File: src/rtl/mem_io_bridge_if.sv
`default_nettype none
// ============================================================================
// Module      : mem_io_bridge_if
// Description : CPU strobe / SRAM pin / board I/O bundle for mem_io_bridge.
//               slave = bridge view, master = CPU + board + SRAM view.
// Revision    : 1.0 - initial release
// ============================================================================
interface mem_io_bridge_if #(
  parameter int ADDR_W = 20
);
  // CPU side (active-low strobes)
  logic              Mem_CE;
  logic              Mem_UB;
  logic              Mem_LB;
  logic              Mem_OE;
  logic              Mem_WE;
  logic [15:0]       MAR;
  logic [15:0]       MDR;
  logic [15:0]       Data_to_CPU;
  logic              Rd_Valid;
  logic              Busy;
  // Board I/O
  logic [15:0]       Switches;
  logic [15:0]       HEX_Data;
  // SRAM pins
  logic [ADDR_W-1:0] SRAM_ADDR;
  logic              SRAM_CE_N;
  logic              SRAM_UB_N;
  logic              SRAM_LB_N;
  logic              SRAM_OE_N;
  logic              SRAM_WE_N;
  logic [15:0]       SRAM_DQ_I;
  logic [15:0]       SRAM_DQ_O;
  logic              SRAM_DQ_OE;

  modport slave (
    input  Mem_CE, Mem_UB, Mem_LB, Mem_OE, Mem_WE, MAR, MDR, Switches, SRAM_DQ_I,
    output Data_to_CPU, Rd_Valid, Busy, HEX_Data, SRAM_ADDR, SRAM_CE_N,
           SRAM_UB_N, SRAM_LB_N, SRAM_OE_N, SRAM_WE_N, SRAM_DQ_O, SRAM_DQ_OE
  );

  modport master (
    output Mem_CE, Mem_UB, Mem_LB, Mem_OE, Mem_WE, MAR, MDR, Switches, SRAM_DQ_I,
    input  Data_to_CPU, Rd_Valid, Busy, HEX_Data, SRAM_ADDR, SRAM_CE_N,
           SRAM_UB_N, SRAM_LB_N, SRAM_OE_N, SRAM_WE_N, SRAM_DQ_O, SRAM_DQ_OE
  );
endinterface
`default_nettype wire

File: src/rtl/mem_io_bridge.sv
`default_nettype none
// ============================================================================
// Module      : mem_io_bridge
// Description : Turns SLC-3 level memory strobes into sequenced async-SRAM
//               read/write cycles and decodes the switch/hex I/O word.
// Revision    : 1.0 - initial release
// ============================================================================
module mem_io_bridge #(
  parameter int          ADDR_W  = 20,
  parameter int          RD_WAIT = 1,
  parameter logic [15:0] IO_ADDR = 16'hFFFF
) (
  input  wire logic        Clk,
  input  wire logic        Reset,
  mem_io_bridge_if.slave   bus
);

  typedef enum logic [2:0] {
    ST_IDLE     = 3'd0,
    ST_RD_WAIT  = 3'd1,
    ST_RD_DONE  = 3'd2,
    ST_WR_SETUP = 3'd3,
    ST_WR_PULSE = 3'd4,
    ST_WR_HOLD  = 3'd5
  } state_t;

  // With no wait cycles the read goes straight to the capture state.
  localparam state_t     c_rd_first = (RD_WAIT == 0) ? ST_RD_DONE : ST_RD_WAIT;
  localparam logic [2:0] c_cnt_init = 3'(RD_WAIT - 1);

  state_t              r_state;
  logic                r_oe_q;
  logic                r_we_q;
  logic [2:0]          r_cnt;
  logic                r_io_hit;
  logic [15:0]         r_wdata;
  logic [15:0]         r_data;
  logic                r_rd_valid;
  logic [15:0]         r_hex;
  logic [ADDR_W-1:0]   r_addr;
  logic                r_ce_n;
  logic                r_ub_n;
  logic                r_lb_n;
  logic                r_oe_n;
  logic                r_we_n;
  logic [15:0]         r_dq_o;
  logic                r_dq_oe;

  logic w_oe_edge;
  logic w_we_edge;
  logic w_io_now;

  // A request is the falling edge of a strobe while the chip is selected.
  assign w_oe_edge = r_oe_q & ~bus.Mem_OE & ~bus.Mem_CE;
  assign w_we_edge = r_we_q & ~bus.Mem_WE & ~bus.Mem_CE;
  assign w_io_now  = (bus.MAR == IO_ADDR);

  // Strobe history for edge detection; tracks the pins even while busy.
  always_ff @(posedge Clk) begin
    if (Reset) begin
      r_oe_q <= 1'b1;
      r_we_q <= 1'b1;
    end else begin
      r_oe_q <= bus.Mem_OE;
      r_we_q <= bus.Mem_WE;
    end
  end

  // Sequencer: every SRAM control is registered together with the state.
  always_ff @(posedge Clk) begin
    if (Reset) begin
      r_state    <= ST_IDLE;
      r_cnt      <= 3'd0;
      r_io_hit   <= 1'b0;
      r_wdata    <= 16'h0000;
      r_data     <= 16'h0000;
      r_rd_valid <= 1'b0;
      r_hex      <= 16'h0000;
      r_addr     <= '0;
      r_ce_n     <= 1'b1;
      r_ub_n     <= 1'b1;
      r_lb_n     <= 1'b1;
      r_oe_n     <= 1'b1;
      r_we_n     <= 1'b1;
      r_dq_o     <= 16'h0000;
      r_dq_oe    <= 1'b0;
    end else begin
      r_rd_valid <= 1'b0;
      case (r_state)
        ST_IDLE: begin
          if (w_we_edge || w_oe_edge) begin
            r_addr   <= ADDR_W'(bus.MAR);
            r_wdata  <= bus.MDR;
            r_io_hit <= w_io_now;
            r_cnt    <= c_cnt_init;
            r_ce_n   <= 1'b0;
            r_ub_n   <= bus.Mem_UB;
            r_lb_n   <= bus.Mem_LB;
          end
          // A simultaneous read edge is dropped in favour of the write.
          if (w_we_edge) begin
            r_state <= ST_WR_SETUP;
            r_dq_oe <= 1'b1;
            r_dq_o  <= bus.MDR;
          end else if (w_oe_edge) begin
            r_state <= c_rd_first;
            r_oe_n  <= w_io_now;
          end
        end
        ST_RD_WAIT: begin
          r_cnt <= r_cnt - 3'd1;
          if (r_cnt == 3'd0) begin
            r_state <= ST_RD_DONE;
          end
        end
        ST_RD_DONE: begin
          r_data     <= r_io_hit ? bus.Switches : bus.SRAM_DQ_I;
          r_rd_valid <= 1'b1;
          r_state    <= ST_IDLE;
          r_ce_n     <= 1'b1;
          r_oe_n     <= 1'b1;
          r_ub_n     <= 1'b1;
          r_lb_n     <= 1'b1;
        end
        ST_WR_SETUP: begin
          // I/O writes never pulse the SRAM write enable.
          r_we_n  <= r_io_hit;
          r_state <= ST_WR_PULSE;
        end
        ST_WR_PULSE: begin
          r_we_n <= 1'b1;
          if (r_io_hit) begin
            r_hex <= r_wdata;
          end
          r_state <= ST_WR_HOLD;
        end
        ST_WR_HOLD: begin
          // Data stays driven for the whole cycle after WE_N rises.
          r_state <= ST_IDLE;
          r_ce_n  <= 1'b1;
          r_ub_n  <= 1'b1;
          r_lb_n  <= 1'b1;
          r_dq_oe <= 1'b0;
        end
        default: begin
          r_state <= ST_IDLE;
        end
      endcase
    end
  end

  assign bus.Busy        = (r_state != ST_IDLE);
  assign bus.Data_to_CPU = r_data;
  assign bus.Rd_Valid    = r_rd_valid;
  assign bus.HEX_Data    = r_hex;
  assign bus.SRAM_ADDR   = r_addr;
  assign bus.SRAM_CE_N   = r_ce_n;
  assign bus.SRAM_UB_N   = r_ub_n;
  assign bus.SRAM_LB_N   = r_lb_n;
  assign bus.SRAM_OE_N   = r_oe_n;
  assign bus.SRAM_WE_N   = r_we_n;
  assign bus.SRAM_DQ_O   = r_dq_o;
  assign bus.SRAM_DQ_OE  = r_dq_oe;

endmodule
`default_nettype wire

File: src/flat_wrapper.sv
// flat-port wrapper written by rule: the top's interface ports become plain ports
module mem_io_bridge_flat 
#(
  parameter int          ADDR_W  = 20,
  parameter int          RD_WAIT = 1,
  parameter logic [15:0] IO_ADDR = 16'hFFFF
)
  (Clk, Reset, bus_Mem_CE, bus_Mem_UB, bus_Mem_LB, bus_Mem_OE, bus_Mem_WE, bus_MAR, bus_MDR, bus_Switches, bus_SRAM_DQ_I, bus_Data_to_CPU, bus_Rd_Valid, bus_Busy, bus_HEX_Data, bus_SRAM_ADDR, bus_SRAM_CE_N, bus_SRAM_UB_N, bus_SRAM_LB_N, bus_SRAM_OE_N, bus_SRAM_WE_N, bus_SRAM_DQ_O, bus_SRAM_DQ_OE);
  mem_io_bridge_if #(.ADDR_W(ADDR_W)) bus_i ();
  input  wire logic Clk;
  input  wire logic Reset;
  input wire logic [$bits(bus_i.Mem_CE)-1:0] bus_Mem_CE;
  input wire logic [$bits(bus_i.Mem_UB)-1:0] bus_Mem_UB;
  input wire logic [$bits(bus_i.Mem_LB)-1:0] bus_Mem_LB;
  input wire logic [$bits(bus_i.Mem_OE)-1:0] bus_Mem_OE;
  input wire logic [$bits(bus_i.Mem_WE)-1:0] bus_Mem_WE;
  input wire logic [$bits(bus_i.MAR)-1:0] bus_MAR;
  input wire logic [$bits(bus_i.MDR)-1:0] bus_MDR;
  input wire logic [$bits(bus_i.Switches)-1:0] bus_Switches;
  input wire logic [$bits(bus_i.SRAM_DQ_I)-1:0] bus_SRAM_DQ_I;
  output wire logic [$bits(bus_i.Data_to_CPU)-1:0] bus_Data_to_CPU;
  output wire logic [$bits(bus_i.Rd_Valid)-1:0] bus_Rd_Valid;
  output wire logic [$bits(bus_i.Busy)-1:0] bus_Busy;
  output wire logic [$bits(bus_i.HEX_Data)-1:0] bus_HEX_Data;
  output wire logic [$bits(bus_i.SRAM_ADDR)-1:0] bus_SRAM_ADDR;
  output wire logic [$bits(bus_i.SRAM_CE_N)-1:0] bus_SRAM_CE_N;
  output wire logic [$bits(bus_i.SRAM_UB_N)-1:0] bus_SRAM_UB_N;
  output wire logic [$bits(bus_i.SRAM_LB_N)-1:0] bus_SRAM_LB_N;
  output wire logic [$bits(bus_i.SRAM_OE_N)-1:0] bus_SRAM_OE_N;
  output wire logic [$bits(bus_i.SRAM_WE_N)-1:0] bus_SRAM_WE_N;
  output wire logic [$bits(bus_i.SRAM_DQ_O)-1:0] bus_SRAM_DQ_O;
  output wire logic [$bits(bus_i.SRAM_DQ_OE)-1:0] bus_SRAM_DQ_OE;
  assign bus_i.Mem_CE = bus_Mem_CE;
  assign bus_i.Mem_UB = bus_Mem_UB;
  assign bus_i.Mem_LB = bus_Mem_LB;
  assign bus_i.Mem_OE = bus_Mem_OE;
  assign bus_i.Mem_WE = bus_Mem_WE;
  assign bus_i.MAR = bus_MAR;
  assign bus_i.MDR = bus_MDR;
  assign bus_i.Switches = bus_Switches;
  assign bus_i.SRAM_DQ_I = bus_SRAM_DQ_I;
  assign bus_Data_to_CPU = bus_i.Data_to_CPU;
  assign bus_Rd_Valid = bus_i.Rd_Valid;
  assign bus_Busy = bus_i.Busy;
  assign bus_HEX_Data = bus_i.HEX_Data;
  assign bus_SRAM_ADDR = bus_i.SRAM_ADDR;
  assign bus_SRAM_CE_N = bus_i.SRAM_CE_N;
  assign bus_SRAM_UB_N = bus_i.SRAM_UB_N;
  assign bus_SRAM_LB_N = bus_i.SRAM_LB_N;
  assign bus_SRAM_OE_N = bus_i.SRAM_OE_N;
  assign bus_SRAM_WE_N = bus_i.SRAM_WE_N;
  assign bus_SRAM_DQ_O = bus_i.SRAM_DQ_O;
  assign bus_SRAM_DQ_OE = bus_i.SRAM_DQ_OE;
  mem_io_bridge #(.ADDR_W(ADDR_W), .RD_WAIT(RD_WAIT), .IO_ADDR(IO_ADDR)) u_core (.Clk(Clk), .Reset(Reset), .bus(bus_i));
endmodule
File: config.mk
export PLATFORM = sky130hd
export DESIGN_NAME = mem_io_bridge_flat
export DESIGN_NICKNAME = d
export VERILOG_FILES = /design/src/rtl/mem_io_bridge_if.sv /design/src/rtl/mem_io_bridge.sv /design/src/flat_wrapper.sv
export SDC_FILE = /design/constraint.sdc
export NUM_CORES = 1
export LEC_CHECK = 0
export ABC_CLOCK_PERIOD_IN_PS = 4950
export BUFFER_PORTS_ARGS = -buffer_cell sky130_fd_sc_hd__buf_4
export CAP_MARGIN = 30
export CORE_MARGIN = 5
export CORE_UTILIZATION = 31
export CTS_CLUSTER_DIAMETER = 60
export DETAILED_ROUTE_END_ITERATION = 7
export SLEW_MARGIN = 15
export SYNTH_ARGS = -nofsm -noshare
export SYNTH_HDL_FRONTEND = slang
export SYNTH_SLANG_ARGS = --single-unit
File: constraint.sdc
create_clock -name Clk -period 4.95 [get_ports Clk]
set_input_delay 0.99 -clock Clk [delete_from_list [all_inputs] [get_ports Clk]]
set_output_delay 0.99 -clock Clk [all_outputs]
set_load 0.005 [all_outputs]
* Word level (Yosys, flattened, before mapping)
Cells that the tools add are included.
** Cells by class
- Add/subtract/negate cells :: 1
- Eq/ne operators :: 12
- Multiplexer cells :: 20
- Bitwise operators :: 7
- Reduce and logical (&&, ||, !) cells :: 18
** Operator list (count)
- == test 16 bit, second input constant :: 1
- two-way mux 16 bit :: 1
- AND reduction 2 bit :: 7
- two-way mux 3 bit :: 4
- one-hot mux 1 bit (2 select lines) :: 6
- one-hot mux 3 bit (4 select lines) :: 1
- nonzero test 2 bit :: 5
- != test 2 x 1 -> 1 bit, second input constant :: 4
- two-way mux 1 bit :: 7
- == test 3 x 2 -> 1 bit, second input constant :: 2
- == test 3 bit, second input constant :: 2
- logical NOT 3 bit :: 2
- one-hot mux 3 bit (2 select lines) :: 1
- AND 1 bit :: 4
- == test 3 x 1 -> 1 bit, second input constant :: 1
- != test 3 x 1 -> 1 bit, second input constant :: 1
- NOT 1 bit :: 3
- AND reduction 3 bit :: 1
- nonzero test 3 bit :: 1
- subtractor 3 x 1 -> 3 bit, second input constant :: 1
- != test 2 bit, second input constant :: 1
- OR reduction 2 bit :: 1
- logical OR 1 bit :: 1
** Word-level totals
- Bits in registers :: 96
- Bits of input ports :: 71

* Depth between registers and ports, before layout
- Depth in word-level cells :: 6
- Gate-level depth with buffers :: 8
- Gate-level depth less buffers :: 6

* Least setup slack after synthesis
Ideal clock, no wire load.
- Kind :: in2reg
- Start :: input bus_Mem_WE
- End :: register u_core.r_addr[0], in the netlist u_core.bus.SRAM_ADDR[0]
- Setup time :: 0.138 ns
- Arrival :: 1.998 ns
- Setup slack :: 2.815 ns
- Cell stages on the path :: 6
- Path buffers :: 2
- Cell sequence :: nand2b_1 -> a211o_1 -> buf_2 -> buf_2 -> nand2_1 -> a21oi_2
** On the way
- Word-level cells in the longest chain between the ends :: 5
** RTL lines
- start: declaration :: RTL line flat_wrapper.sv:16 : input wire logic [$bits(bus_i.Mem_WE)-1:0] bus_Mem_WE;
- NOT 1 bit :: RTL line mem_io_bridge.sv:55 : assign w_we_edge = r_we_q & ~bus.Mem_WE & ~bus.Mem_CE;
- AND 1 bit (2 in a row) :: RTL line mem_io_bridge.sv:55
- logical OR 1 bit :: RTL line mem_io_bridge.sv:91 : if (w_we_edge || w_oe_edge) begin
- AND reduction 2 bit (no source line)
- end signal: assignment :: RTL line mem_io_bridge.sv:92 : r_addr <= ADDR_W'(bus.MAR);
- end: declaration :: RTL line mem_io_bridge.sv:40 : logic [ADDR_W-1:0] r_addr;
Every way passes these cells.
A chain may end at the register's enable or synchronous reset.

* Worst setup path after layout
- Start :: register u_core.r_state[2]
- End :: output bus_Busy
** On the way
- Word-level cells in the longest chain between the ends :: 1
** RTL lines
- start: declaration :: RTL line mem_io_bridge.sv:31 : state_t r_state;
- start signal: assignment :: RTL line mem_io_bridge.sv:106 : r_state <= c_rd_first;
- nonzero test 3 bit :: RTL line mem_io_bridge.sv:152 : assign bus.Busy = (r_state != ST_IDLE);
- end: declaration :: RTL line flat_wrapper.sv:23 : output wire logic [$bits(bus_i.Busy)-1:0] bus_Busy;
Every way passes these cells.

==> impl_results.md <==
* Effective utilization at floorplan at 0.316
* Number of gates resized after CTS at 0
* Unrepaired setup endpoints after global routing: no
* Type of origin of the critical path: register
* Residual DRC count at 0
* Worst Path Arrival at between 1500 and 2000 ps
* Core footprint at between 10,000 and 15,000 sq um
* Endpoint kind of the worst setup timing path: primary output
* Number of buffers created by CTS at 9
* Hold buffer count at cts at 0
* Status: finished, final reports clean
* Worst clock skew at ~6.3 ps
* CTS tree: built
* Met1 Track Usage GR at 0.187
* Area fraction in and, or, nand and nor cells after synthesis at 0.213
* Total setup violations reported at the end of the flow at 0
* Final Wtd Congestion at 0.754
* Cell depth of the worst hold path at 2
* Die width at around 120 microns
* Count of state elements after synthesis at 96
* Worst-path fanout max at 16
* Number of ports placed on the die boundary at 147
* Slew at the pin closest to its max-slew limit at between 700 and 800 ps
* Row count at 40
* Most crowded layer after global routing: met2
* Data required time of the worst path at around 4000 ps
* Total global-route track usage at 0.143
* Crit Path Category: register to primary output
* Peak ir drop on the vdd network at between 0.15 and 0.2 mV
* Antenna diodes at 0
* Via density per instance at around 4.7
* Worst-path clk slew at 70 ps
* Post-synth cell types at 36
* Register area share after synthesis at 0.508
* Detail-routed net length per standard cell at 14.2 microns
* Count of nets left with antenna violations after detail routing at 0
* Crit-path leading delay family: simple AND/OR/NAND/NOR gates
* Time the final worst path needs with I/O delays and setup at between 2000 and 3000 ps
* Number of pins exceeding their max-slew limit in the final report at 0
* Number of antenna violations at the first check in global routing at 0
* Total number of yosys warnings at 0
* Multiplexer share of the synthesized area at 0.0450
* Class of the tightest hold or removal check: register to register
* Met3 usage in global routing at 0.0248
* Total number of clock tree sinks at 96
* Number of instances in the synthesized netlist at ~450
* Number of hold violations in the final report at 0
* Max-cap violation count at 0
* Number of cells traversed by the worst register-to-register path at 4
* Critical hold path startpoint: u_core.r_wdata[15]
* Post-Synth Adder-Cell Area at 0.00662
* First-pass GRT wire length at 16,800 microns
* Final worst-path cycle share at 0.514
* Final HPWL DP at between 7000 and 8000 microns
* Violation count after the first detailed-route iteration at roughly 190
* First-pass detailed-route iteration total at 4
* Largest net degree at the start of global routing at 63
* Clock Path Buffers at 2
* Logic depth of the worst path, buffers included at 2
* Met2 global-route usage at 0.236
* Largest family of logic cells by synthesized area: simple AND/OR/NAND/NOR gates
* Total setup buffers inserted after CTS at 0
* Worst-case headroom to the max-slew limit at 0.517
* Via count at between 3,000 and 4,000
* Buffers plus inverters on the worst setup path at 1
* Total congestion overflow after global routing at 0
* Post-layout nets at approximately 650
* Mean instance size in the synthesized netlist at between 8 and 9 sq um
* Area growth from synthesis to layout at 37.7%
* Number of filler instances in the final layout at 1,210
* Number of global-route vias before repair at ~3,300
* Aggregate routed wire length at between 10,000 and 15,000 microns
* Compound-cell area share of the yosys netlist at 0.170
* Total Neg Setup Slack at 0 ps
* Depth of the CTS H-tree at 3
* Launching instance or port of the critical path: u_core.r_state[2]
* Slowest stage cell on the critical path: sky130_fd_sc_hd__or3_1
* Leakage dissipation at between 0.002 and 0.0025 uW
* Die area at 14,500 sq um
* Clock latency of the later-clocked register in the worst-skew pair at 330 ps
* Cell Pwr Density at 334 nW/um^2
* Max Clk Rate at ~0.4 GHz
* Root Buffer: sky130_fd_sc_hd__clkbuf_16
* Critical Path Max Stage Delay at about 570 ps
* Hold_ws at around 450 ps
* Startpoint of the lowest-slack register-to-register path: u_core.r_state[2]
* Worst-path cell chain: or3_1 -> buf_4
* Synthesized-area fraction occupied by xor and xnor cells at 0.00232
* Port Buffer Count at between 100 and 150
* Share of post-route cells with drive strength above 1 at 0.329
* Die Y at about 120 microns
* Netlist area before placement at approximately 3800 sq um
-- final cells by class --
cell class / count / area (sq um) / share of cell area
clock buffers: 10 / 239 / 0.0459
clock inverters: 6 / 43.8 / 0.00841
inverters: 4 / 15.0 / 0.00288
multi-input cells: 314 / 1670 / 0.321
flip-flops and latches: 96 / 1920 / 0.369
well taps: 147 / 184 / 0.0353
repair buffers: 147 / 1130 / 0.217
-- synth_stat cells --
master	number	area [sq um]
sky130_fd_sc_hd__or2_2	2	12.5
sky130_fd_sc_hd__or3_1	1	6.26
sky130_fd_sc_hd__o32ai_1	1	8.76
sky130_fd_sc_hd__o31ai_1	1	7.51
sky130_fd_sc_hd__nor3b_1	2	15.0
sky130_fd_sc_hd__buf_2	6	30.0
sky130_fd_sc_hd__a21oi_1	49	245
sky130_fd_sc_hd__nor3_4	1	16.3
sky130_fd_sc_hd__or4_1	1	7.51
sky130_fd_sc_hd__a211oi_4	1	20.0
sky130_fd_sc_hd__nand2b_1	4	25.0
sky130_fd_sc_hd__buf_1	2	7.51
sky130_fd_sc_hd__nor2_1	25	93.8
sky130_fd_sc_hd__clkbuf_1	17	63.8
sky130_fd_sc_hd__o21bai_1	2	15.0
sky130_fd_sc_hd__xnor2_1	1	8.76
sky130_fd_sc_hd__conb_1	1	3.75
sky130_fd_sc_hd__and3_1	1	6.26
sky130_fd_sc_hd__nor4_1	3	18.8
sky130_fd_sc_hd__buf_6	5	56.3
sky130_fd_sc_hd__mux2i_1	17	170
sky130_fd_sc_hd__a31oi_1	1	6.26
sky130_fd_sc_hd__nor3_1	2	10.0
sky130_fd_sc_hd__nand3_1	5	25.0
sky130_fd_sc_hd__inv_1	4	15.0
sky130_fd_sc_hd__nor2b_1	2	12.5
sky130_fd_sc_hd__or3b_2	1	8.76
sky130_fd_sc_hd__a211o_1	1	8.76
sky130_fd_sc_hd__nand2_1	139	522
sky130_fd_sc_hd__nand4_1	4	25.0
sky130_fd_sc_hd__o21ai_0	1	5.00
sky130_fd_sc_hd__buf_4	4	30.0
sky130_fd_sc_hd__ha_1	2	25.0
sky130_fd_sc_hd__a211oi_1	19	143
sky130_fd_sc_hd__dfxtp_1	96	1920
sky130_fd_sc_hd__a21oi_2	21	184
-- registers in the layout, indices dropped and copies added, names as in the netlist --
register / flops
u_core.bus.Data_to_CPU: 16
u_core.bus.HEX_Data: 16
u_core.bus.SRAM_ADDR: 16
u_core.bus.SRAM_DQ_O: 16
u_core.r_wdata: 16
u_core.r_cnt: 3
u_core.r_state: 3
u_core.bus.Rd_Valid: 1
u_core.bus.SRAM_CE_N: 1
u_core.bus.SRAM_DQ_OE: 1
u_core.bus.SRAM_LB_N: 1
u_core.bus.SRAM_OE_N: 1
u_core.bus.SRAM_UB_N: 1
u_core.bus.SRAM_WE_N: 1
u_core.r_io_hit: 1
u_core.r_oe_q: 1
u_core.r_we_q: 1
-- report_power, final --
group          leakage, uW  internal, uW  switching [uW]  total, uW
clock network     0.000127           355             292        647
registers         0.000782           817            27.5        845
logic              0.00116           124             126        250
-- cells in the final DEF, fill, tap and decap left out, types with 5 or more instances in the layout --
| cell type | count |
|---|---|
| sky130_fd_sc_hd__nand3_1 | 5 |
| sky130_fd_sc_hd__buf_4 | 145 |
| sky130_fd_sc_hd__dfxtp_1 | 96 |
| sky130_fd_sc_hd__a211oi_1 | 19 |
| sky130_fd_sc_hd__clkbuf_16 | 9 |
| sky130_fd_sc_hd__nand2_1 | 139 |
| sky130_fd_sc_hd__nor2_1 | 25 |
| sky130_fd_sc_hd__mux2i_1 | 17 |
| sky130_fd_sc_hd__a21oi_2 | 21 |
| sky130_fd_sc_hd__a21oi_1 | 49 |
-- layer usage --
metal  part of all wire  up-vias  wire (microns)
met5                  0        -               0
met4              0.016        0             160
met3              0.052       11             537
met2               0.49       82            5010
met1               0.44     1549            4560
li1                   -     1736               -
-- stage by stage --
stage           util  total power, uW  worst slack (ps)  instances  cell area [sq um]
2_1_floorplan      -              992              2810        448               3790
3_3_place_gp   0.408             1110              2240        706               4880
3_5_place_dp   0.410             1120              2160        707               4910
4_1_cts        0.434             1770              2400        723               5190
5_1_grt        0.435             1830              2290        724               5210
6_report       0.435             1740              2400        724               5210
-- worst paths after layout --
kind | slack [ps] | end
setup / recovery | 2400 | bus_Busy
hold / removal | 450 | u_core.bus.HEX_Data[15]
setup reg to reg | 2910 | u_core.bus.SRAM_DQ_O[5]
hold reg to reg | 450 | u_core.bus.HEX_Data[15]
-- worst min-delay path, cell delays in order, from the launching register on --
cell                      delay (ps)
sky130_fd_sc_hd__dfxtp_1         310
sky130_fd_sc_hd__nand2_1          50
sky130_fd_sc_hd__a21oi_1          50
-- cells by family (layout without fill, tap and decap cells) --
| group | count (synthesis) | count (layout) |
|---|---|---|
| other | 1 | 4 |
| adders and majority gates | 2 | 2 |
| buffers and inverters | 38 | 167 |
| AOI/OAI and AO/OA | 97 | 97 |
| and+or+nand+nor | 193 | 193 |
| xor gates and xnor gates | 1 | 1 |
| DFF | 96 | 96 |
| muxes | 17 | 17 |
Power figures use the tool's default switching activity.
